**src/rtl/em_sequencer.sv**
```systemverilog
// em_sequencer: buffers incoming bytes in a small FIFO, writes them one per
// WRITE cycle into an 8-slot memory stage, and sweeps the valid slots back
// out through a valid/ready port on request.
module em_sequencer #(
    parameter int FIFO_DEPTH = 4
) (
    input  logic       CLK,
    input  logic       RST_N,
    input  logic       in_valid,
    input  logic [7:0] in_data,
    output logic       in_ready,
    input  logic       start_read,
    output logic       mode,
    output logic [2:0] index,
    output logic [7:0] number,
    input  logic [7:0] result,
    output logic       out_valid,
    output logic [7:0] out_data,
    output logic [2:0] out_index,
    input  logic       out_ready,
    output logic       busy,
    output logic [3:0] stored
);

    localparam int PW = (FIFO_DEPTH > 1) ? $clog2(FIFO_DEPTH) : 1;
    localparam logic [PW:0] FULL_CNT = FIFO_DEPTH[PW:0];

    localparam logic [2:0] S_IDLE     = 3'd0;
    localparam logic [2:0] S_WRITE    = 3'd1;
    localparam logic [2:0] S_RD_SETUP = 3'd2;
    localparam logic [2:0] S_RD_WAIT  = 3'd3;
    localparam logic [2:0] S_RD_OUT   = 3'd4;

    logic [2:0]    state;
    logic [7:0]    fifo_mem [FIFO_DEPTH];
    logic [PW-1:0] head;
    logic [PW-1:0] tail;
    logic [PW:0]   count;
    logic          fifo_empty;
    logic          push;
    logic          pop;
    logic [2:0]    wr_ptr;
    logic [2:0]    rd_ptr;
    logic [3:0]    sweep_len;
    logic          pending;

    assign fifo_empty = (count == '0);
    assign in_ready   = RST_N && (count != FULL_CNT);
    assign push       = in_valid && in_ready;
    assign pop        = (state == S_WRITE);
    assign busy       = (state != S_IDLE);

    // Input FIFO: accepts in every state, drained only by WRITE
    always_ff @(posedge CLK) begin
        if (!RST_N) begin
            head  <= '0;
            tail  <= '0;
            count <= '0;
        end else begin
            if (push) begin
                fifo_mem[tail] <= in_data;
                tail           <= tail + 1'b1;
            end
            if (pop) begin
                head <= head + 1'b1;
            end
            case ({push, pop})
                2'b10:   count <= count + 1'b1;
                2'b01:   count <= count - 1'b1;
                default: count <= count;
            endcase
        end
    end

    // Sequencer FSM: queued writes drain before any pending sweep is served
    always_ff @(posedge CLK) begin
        if (!RST_N) begin
            state     <= S_IDLE;
            wr_ptr    <= '0;
            rd_ptr    <= '0;
            stored    <= '0;
            sweep_len <= '0;
            pending   <= 1'b0;
            out_valid <= 1'b0;
            out_data  <= '0;
            out_index <= '0;
        end else begin
            if (start_read) begin
                pending <= 1'b1;
            end
            case (state)
                S_IDLE: begin
                    if (!fifo_empty) begin
                        state <= S_WRITE;
                    end else if (pending || start_read) begin
                        // Same-cycle start_read is folded in; a request with
                        // nothing stored is dropped rather than kept pending.
                        pending <= 1'b0;
                        if (stored != 4'd0) begin
                            state     <= S_RD_SETUP;
                            rd_ptr    <= '0;
                            sweep_len <= stored;
                        end
                    end
                end
                S_WRITE: begin
                    wr_ptr <= wr_ptr + 1'b1;
                    if (stored != 4'd8) begin
                        stored <= stored + 1'b1;
                    end
                    state <= S_IDLE;
                end
                S_RD_SETUP: begin
                    state <= S_RD_WAIT;
                end
                S_RD_WAIT: begin
                    out_data  <= result;
                    out_index <= rd_ptr;
                    out_valid <= 1'b1;
                    state     <= S_RD_OUT;
                end
                S_RD_OUT: begin
                    if (out_ready) begin
                        out_valid <= 1'b0;
                        if (({1'b0, rd_ptr} + 4'd1) < sweep_len) begin
                            rd_ptr <= rd_ptr + 1'b1;
                            state  <= S_RD_SETUP;
                        end else begin
                            state <= S_IDLE;
                        end
                    end
                end
                default: state <= S_IDLE;
            endcase
        end
    end

    // Memory-stage drive: write only in WRITE, read address held through the sweep
    always_comb begin
        mode   = 1'b1;
        index  = '0;
        number = '0;
        case (state)
            S_WRITE: begin
                mode   = 1'b0;
                index  = wr_ptr;
                number = fifo_mem[head];
            end
            S_RD_SETUP, S_RD_WAIT, S_RD_OUT: begin
                index = rd_ptr;
            end
            default: begin
                mode = 1'b1;
            end
        endcase
    end

endmodule

```
**config.mk**
```make
export PLATFORM = sky130hd
export DESIGN_NAME = em_sequencer
export DESIGN_NICKNAME = d
export VERILOG_FILES = /design/src/rtl/em_sequencer.sv
export SDC_FILE = /design/constraint.sdc
export NUM_CORES = 1
export LEC_CHECK = 0
export ABC_CLOCK_PERIOD_IN_PS = 3620
export CAP_MARGIN = 5
export CORE_ASPECT_RATIO = 1.1
export CORE_MARGIN = 2
export CORE_UTILIZATION = 30
export CTS_CLUSTER_SIZE = 24
export DETAILED_ROUTE_END_ITERATION = 6
export SYNTH_ARGS = -nofsm -noshare
export SYNTH_HDL_FRONTEND = slang
export SYNTH_SLANG_ARGS = --single-unit
```
**constraint.sdc**
```tcl
create_clock -name CLK -period 3.62 [get_ports CLK]
set_clock_uncertainty 0.1 [all_clocks]
set_input_delay 0.362 -clock CLK [delete_from_list [all_inputs] [get_ports CLK]]
set_output_delay 0.362 -clock CLK [all_outputs]
set_load 0.1 [all_outputs]
```
# Word-level counts from Yosys, hierarchy flattened
# Memories as Yosys holds them, arrays and structs flattened. A register that Yosys moved wholly into a read port is not among the register bits.
# Cells that the tools add are included.
[classes] add_sub_neg=8 mul=0 div=0 order_cmp=1 n_eq_ne=15 shifts=0 mux=27 bitwise_logic=0 n_reduce_logical=16
[op_table] op="$mux W3" n=9
[op_table] op="$pmux W3 S2" n=3
[op_table] op="$pmux W3 S4" n=1
[op_table] op="$ne A2 B2 Y1 const B" n=5
[op_table] op="$add A3 B1 Y3 const B" n=3
[op_table] op="$mux W1" n=9
[op_table] op="$ne A3 B3 Y1 const B" n=3
[op_table] op="$mux W8" n=1
[op_table] op="$eq A3 B2 Y1 const B" n=2
[op_table] op="$logic_not A3 Y1" n=2
[op_table] op="$mux W2" n=3
[op_table] op="$reduce_and A6 Y1" n=1
[op_table] op="$reduce_bool A2 Y1" n=3
[op_table] op="$add A2 B1 Y2 const B" n=2
[op_table] op="$add A3 B1 Y4 const B" n=1
[op_table] op="$add A4 B1 Y4 const B" n=1
[op_table] op="$lt A4 B4 Y1" n=1
[op_table] op="$ne A4 B4 Y1 const B" n=1
[op_table] op="$reduce_and A2 Y1" n=2
[op_table] op="$reduce_and A4 Y1" n=1
[op_table] op="$reduce_bool A4 Y1" n=1
[op_table] op="$eq A3 B1 Y1 const B" n=1
[op_table] op="$eq A3 B3 Y1 const B" n=1
[op_table] op="$reduce_and A3 Y1" n=1
[op_table] op="8 further kinds" n=9
[word_totals] reg_bits=37 latchBits=0 ramBits=32 romBits=0 out_inout_bits=30 memories=1
[memory_table] memory="fifo_mem" depth=4 word_bits=8 rd=1 rd_ports_with_merged_regs=1 write_ports=1 line="35" source="logic [7:0] fifo_mem [FIFO_DEPTH];"

# Longest topological paths before layout
[logic_depth] word_depth=6 mapped_depth=10 mapped_depth_nobuf=10

# Worst setup path after synthesis
# No wires, ideal clock.
[synth_timing] path_kind="flip-flop to flip-flop" from="reg count[1]" to="reg count[2]" setup_ns=0.070 t_arrival_ns=3.508 required_ns=3.450 path_slack_ns=-0.059 stages_incl_launch_ff=11 synth_period_minus_slack_ns=3.679 path_cell_list="dfxtp_1 inv_1 a31oi_1 and2_1 inv_1 ha_1 inv_1 fa_1 xor2_1 or3_1 a21oi_1"
[synth_via] elab_chain_len=5 elab_cells_between_ends=9 classes_between="add/sub (2); eq/ne (3); mux (1); reduce/logical (3)"
[synth_lines] element="start, declared" line="38" source="logic [PW:0] count;"
[synth_lines] element="start signal, assigned" line="68" source="2'b10: count <= count + 1'b1;"
[synth_lines] element="start signal, assigned" line="69" source="2'b01: count <= count - 1'b1;"
[synth_lines] element="start signal, assigned" line="70" source="default: count <= count;"
[synth_lines] element="$ne A3 B3 Y1 (*)" line="48" source="assign in_ready = RST_N && (count != FULL_CNT);"
[synth_lines] element="$logic_and A1 B1 Y1 (*)" line="48"
[synth_lines] element="via in_ready" line="11" source="output logic in_ready,"
[synth_lines] element="$logic_and A1 B1 Y1 (*)" line="49" source="assign push = in_valid && in_ready;"
[synth_lines] element="$eq A2 B1 Y1 / $eq A2 B2 Y1 (equally long branches)" line="67" source="case ({push, pop})"
[synth_lines] element="$pmux W3 S2 / $reduce_bool A2 Y1 (equally long branches)"
# Mark *: on every way through the listed nets, which the timed path passes. The rest lies on a longest branch.
# A chain may end at the register's enable or synchronous reset.

# Final worst setup path
[layout_timing] from="in RST_N" to="reg count[2]"
[layout_via] elab_chain_len=4 elab_cells_between_ends=6 classes_between="eq/ne (2); mux (1); reduce/logical (3)"
[layout_lines] element="start, declared" line="8" source="input logic RST_N,"
[layout_lines] element="$logic_and A1 B1 Y1" line="48"
[layout_lines] element="$logic_and A1 B1 Y1" line="49"
[layout_lines] element="$eq A2 B1 Y1 / $eq A2 B2 Y1 (equally long branches)" line="67"
[layout_lines] element="$pmux W3 S2 / $reduce_bool A2 Y1 (equally long branches)"
# Parallel ways exist; a longest one is shown, timed or not.

==> results.yml <==
status:
  status: "finished clean"
critical_path:
  worstRegToRegCells: 7
  critPathMaxFanout: 6
  cp_slowest_cell: "clkdlybuf4s50_1"
  cp.required_ns: 3.80
  crit_path_start_kind: "input port"
  rr_endpoint: "rd_ptr[2]$_SDFFE_PN0P_"
  max_stage_delay_ns: 0.63
  crit_start: "RST_N"
  timing.critical_path.cells: "clkdlybuf4s50_1 -> clkinv_1 -> a31oi_2 -> and2_1 -> inv_1 -> ha_1 -> inv_1 -> fa_1 -> xor2_1 -> or3_1 -> a21oi_1"
  rrSetupSlack_ns: 1.21
  path_class: "input port to flip-flop"
  worstSetupEndpoint: "count[2]$_SDFFE_PN0P_"
  cp.arrival_ns: 2.77
  timing.rr.start: "rd_ptr[0]$_SDFFE_PN0P_"
  cp-end-kind: "flip-flop"
  cp_common_cell: "inv_1"
grt:
  grt_remaining_overflow: 0
  grt_pass1_wl_um: 10100
  grt_pass1_vias: 2011
  antenna_found_initial: 0
  gr-usage-met3_pct: 3.33
  grt_start_max_net_pins: 35
  grt_busiest_layer: "met2"
  met1_usage_pct: 14.9
  track_usage_pct: 12.3
  met2_usage_pct: 20.2
routing:
  vias: 2015
  drt-vias-per-instance: 4.62
  drt-wirelength-per-cell_um: 14.3
  ant_nets: 0
  drt-total-wl_um: 6220
  drt_iter0_drc: 53
  drc: 0
  firstDrtPassIters: 4
floorplanning:
  core_area_um2: 9790
  io_pins: 51
  initial_utilization_pct: 30.6
  dieArea_um2: 10800
  die_x_um: 99.3
  rows: 38
  die_h_um: 109
clock_tree:
  cts_made_buffers: 9
  htreeDepth: 3
  cts_sinks: 71
  clk_pin_slew_ns: 0.08
  cts_buffer_depth: 2
  cts_root_buf: "clkbuf_8"
  post-cts-setup-buffers: 0
  holdBufCountCts: 0
  clk_latency_ns: 0.35
  post_cts_resized: 0
  tritoncts: "yes"
cells_and_area:
  antenna_cells: 0
  multiInputGateArea_um2: 1160
  mostFrequentLayoutCells: "dfxtp_1, clkdlybuf4s50_1, nand2_1, edfxtp_1, nor2_1"
  regArea_um2: 1740
  fillers: 963
  finalNetCount: 345
  final_cells: 436
  layout.cells.most_common: "dfxtp_1"
  area_growth_pct: 26.5
  drive_gt1_share_pct: 15.2
yosys:
  synth_ff_type: "dfxtp_1"
  synth_top_family_by_area: "simple AND/OR/NAND/NOR gates"
  syn_nets: 290
  synth_fa_ha_area_share_pct: 5.68
  async_flop_share_pct: 0
  post_synth_num_cell_types: 40
  synth_seq_cells: 71
  synth-simple-area-share_pct: 14.9
  synth-xor-area-share_pct: 3.22
  synth-warning-count: 0
  syn_avg_cell_area_um2: 11.7
  synth_compound_area_share_pct: 7.14
  ys_seq_area_share_pct: 58.1
  synth-edff-count: 32
  postSynthCellCount: 256
  syn_area_um2: 3000
  muxShareOfSynthArea_pct: 7.69
placement:
  dp_cells: 420
  hpwl_um: 4300
  place_congestion: 0.738
  io_buffers: 50
timing:
  final_max_slew_viol_count: 0
  layout_worst_path_cycle_share_pct: 71.4
  worst_slew_margin_rel_pct: 34.7
  setup_tns_ns: 0
  fmax_mhz: 387
  fin_crit_ns: 2.59
  rsz0062_at_grt: "no"
  hold_violations: 0
  setup_viol: 0
  worstMarginPinSlew_ns: 0.977
flow_run:
  cap_violations: 0
power:
  irDropWorstVdd_uv: 267
  power.density_nw_per_um2: 637
  leakage_nw: 1.36
worst_hold_path:
  hold_path.class: "flip-flop to flip-flop"
[cell families (layout without fill, tap and decap cells)]
logic type	count (synthesis)	count (layout)
flip-flops	71	71
AO/OA/AOI/OAI	34	34
AND/OR/NAND/NOR	90	90
multiplexers	13	13
XOR/XNOR	11	11
buffers and inverters	24	84
adder cells (fa/ha/maj)	13	13
[cell type report]
cell class	instances	area share, %
Inverter	14	1.39
Clock inverter	6	1.22
Timing Repair Buffer	54	13.4
Sequential cell	71	46.0
Multi-Input combinational cell	161	30.7
Clock buffer	10	3.37
Tap cell	120	3.96
[worst max-delay path, delay by kind of cell]
family	cells	cell delay (ns)
compound gates	2	0.47
xor+xnor	1	0.08
fa+ha+maj	2	0.37
buf+inv	4	0.91
simple gates	2	0.56
[flip-flops by register name, summed over array words and instances, names as in the netlist, 2 cells and up, named ones only]
signal / cells
tail: 2
out_index: 3
stored: 4
state: 3
head: 2
fifo_mem: 32
sweep_len: 4
wr_ptr: 3
count: 3
out_data: 8
rd_ptr: 3
[routing by layer]
layer	vias to the layer above	wire, µm
met5	-	0
met3	11	221
met2	37	3070
met1	954	2790
met4	0	135
li1	1013	-
[cell usage after synthesis (3+ instances only)]
| cell | number | area, µm² |
|---|---|---|
| and3_1 | 13 | 81.3 |
| nand2_1 | 32 | 120 |
| xnor2_1 | 4 | 35.0 |
| inv_1 | 13 | 48.8 |
| nor2_1 | 26 | 97.6 |
| mux2i_1 | 5 | 50.1 |
| ha_1 | 12 | 150 |
| o21ai_0 | 3 | 15.0 |
| or3_1 | 3 | 18.8 |
| mux4_2 | 8 | 180 |
| edfxtp_1 | 32 | 961 |
| a22o_1 | 3 | 26.3 |
| xor2_1 | 7 | 61.3 |
| dfxtp_1 | 39 | 781 |
| a21oi_1 | 18 | 90.1 |
| clkbuf_1 | 8 | 30.0 |
[where the power goes]
part / switching (W) / internal, W
logic: 0.000593 / 0.000273
clock network: 0.000309 / 0.000252
registers: 0.0000817 / 0.000904
total: 0.000984 / 0.00143
[metrics by stage]
stage | hold slack [ns] | setup slack (ns) | utilization [%] | area (µm²) | total power (W)
4_1_cts | 0.359 | 1.05 | 38.7 | 3790 | 0.00245
3_5_place_dp | 0.348 | 0.698 | 36.9 | 3610 | 0.00188
5_1_grt | 0.370 | 0.897 | 38.7 | 3790 | 0.00255
3_3_place_gp | 0.344 | 0.732 | 36.9 | 3610 | 0.00187
6_report | 0.359 | 1.03 | 38.7 | 3790 | 0.00241
2_1_floorplan | 0.353 | 0.607 | - | 3000 | 0.00167
[how the worst min path moves through the flow]
stage | cells past startpoint | from | end
6_report | 2 | out_data[3]$_SDFFE_PN0P_ | out_data[3]$_SDFFE_PN0P_
5_1_grt | 2 | out_data[6]$_SDFFE_PN0P_ | out_data[6]$_SDFFE_PN0P_
4_1_cts | 2 | out_data[6]$_SDFFE_PN0P_ | out_data[6]$_SDFFE_PN0P_
3_5_place_dp | 2 | out_data[6]$_SDFFE_PN0P_ | out_data[6]$_SDFFE_PN0P_
3_3_place_gp | 2 | out_data[5]$_SDFFE_PN0P_ | out_data[5]$_SDFFE_PN0P_
2_1_floorplan | 2 | wr_ptr[1]$_SDFFE_PN0N_ | wr_ptr[1]$_SDFFE_PN0N_
No activity file was read; power rests on OpenSTA's default activity.
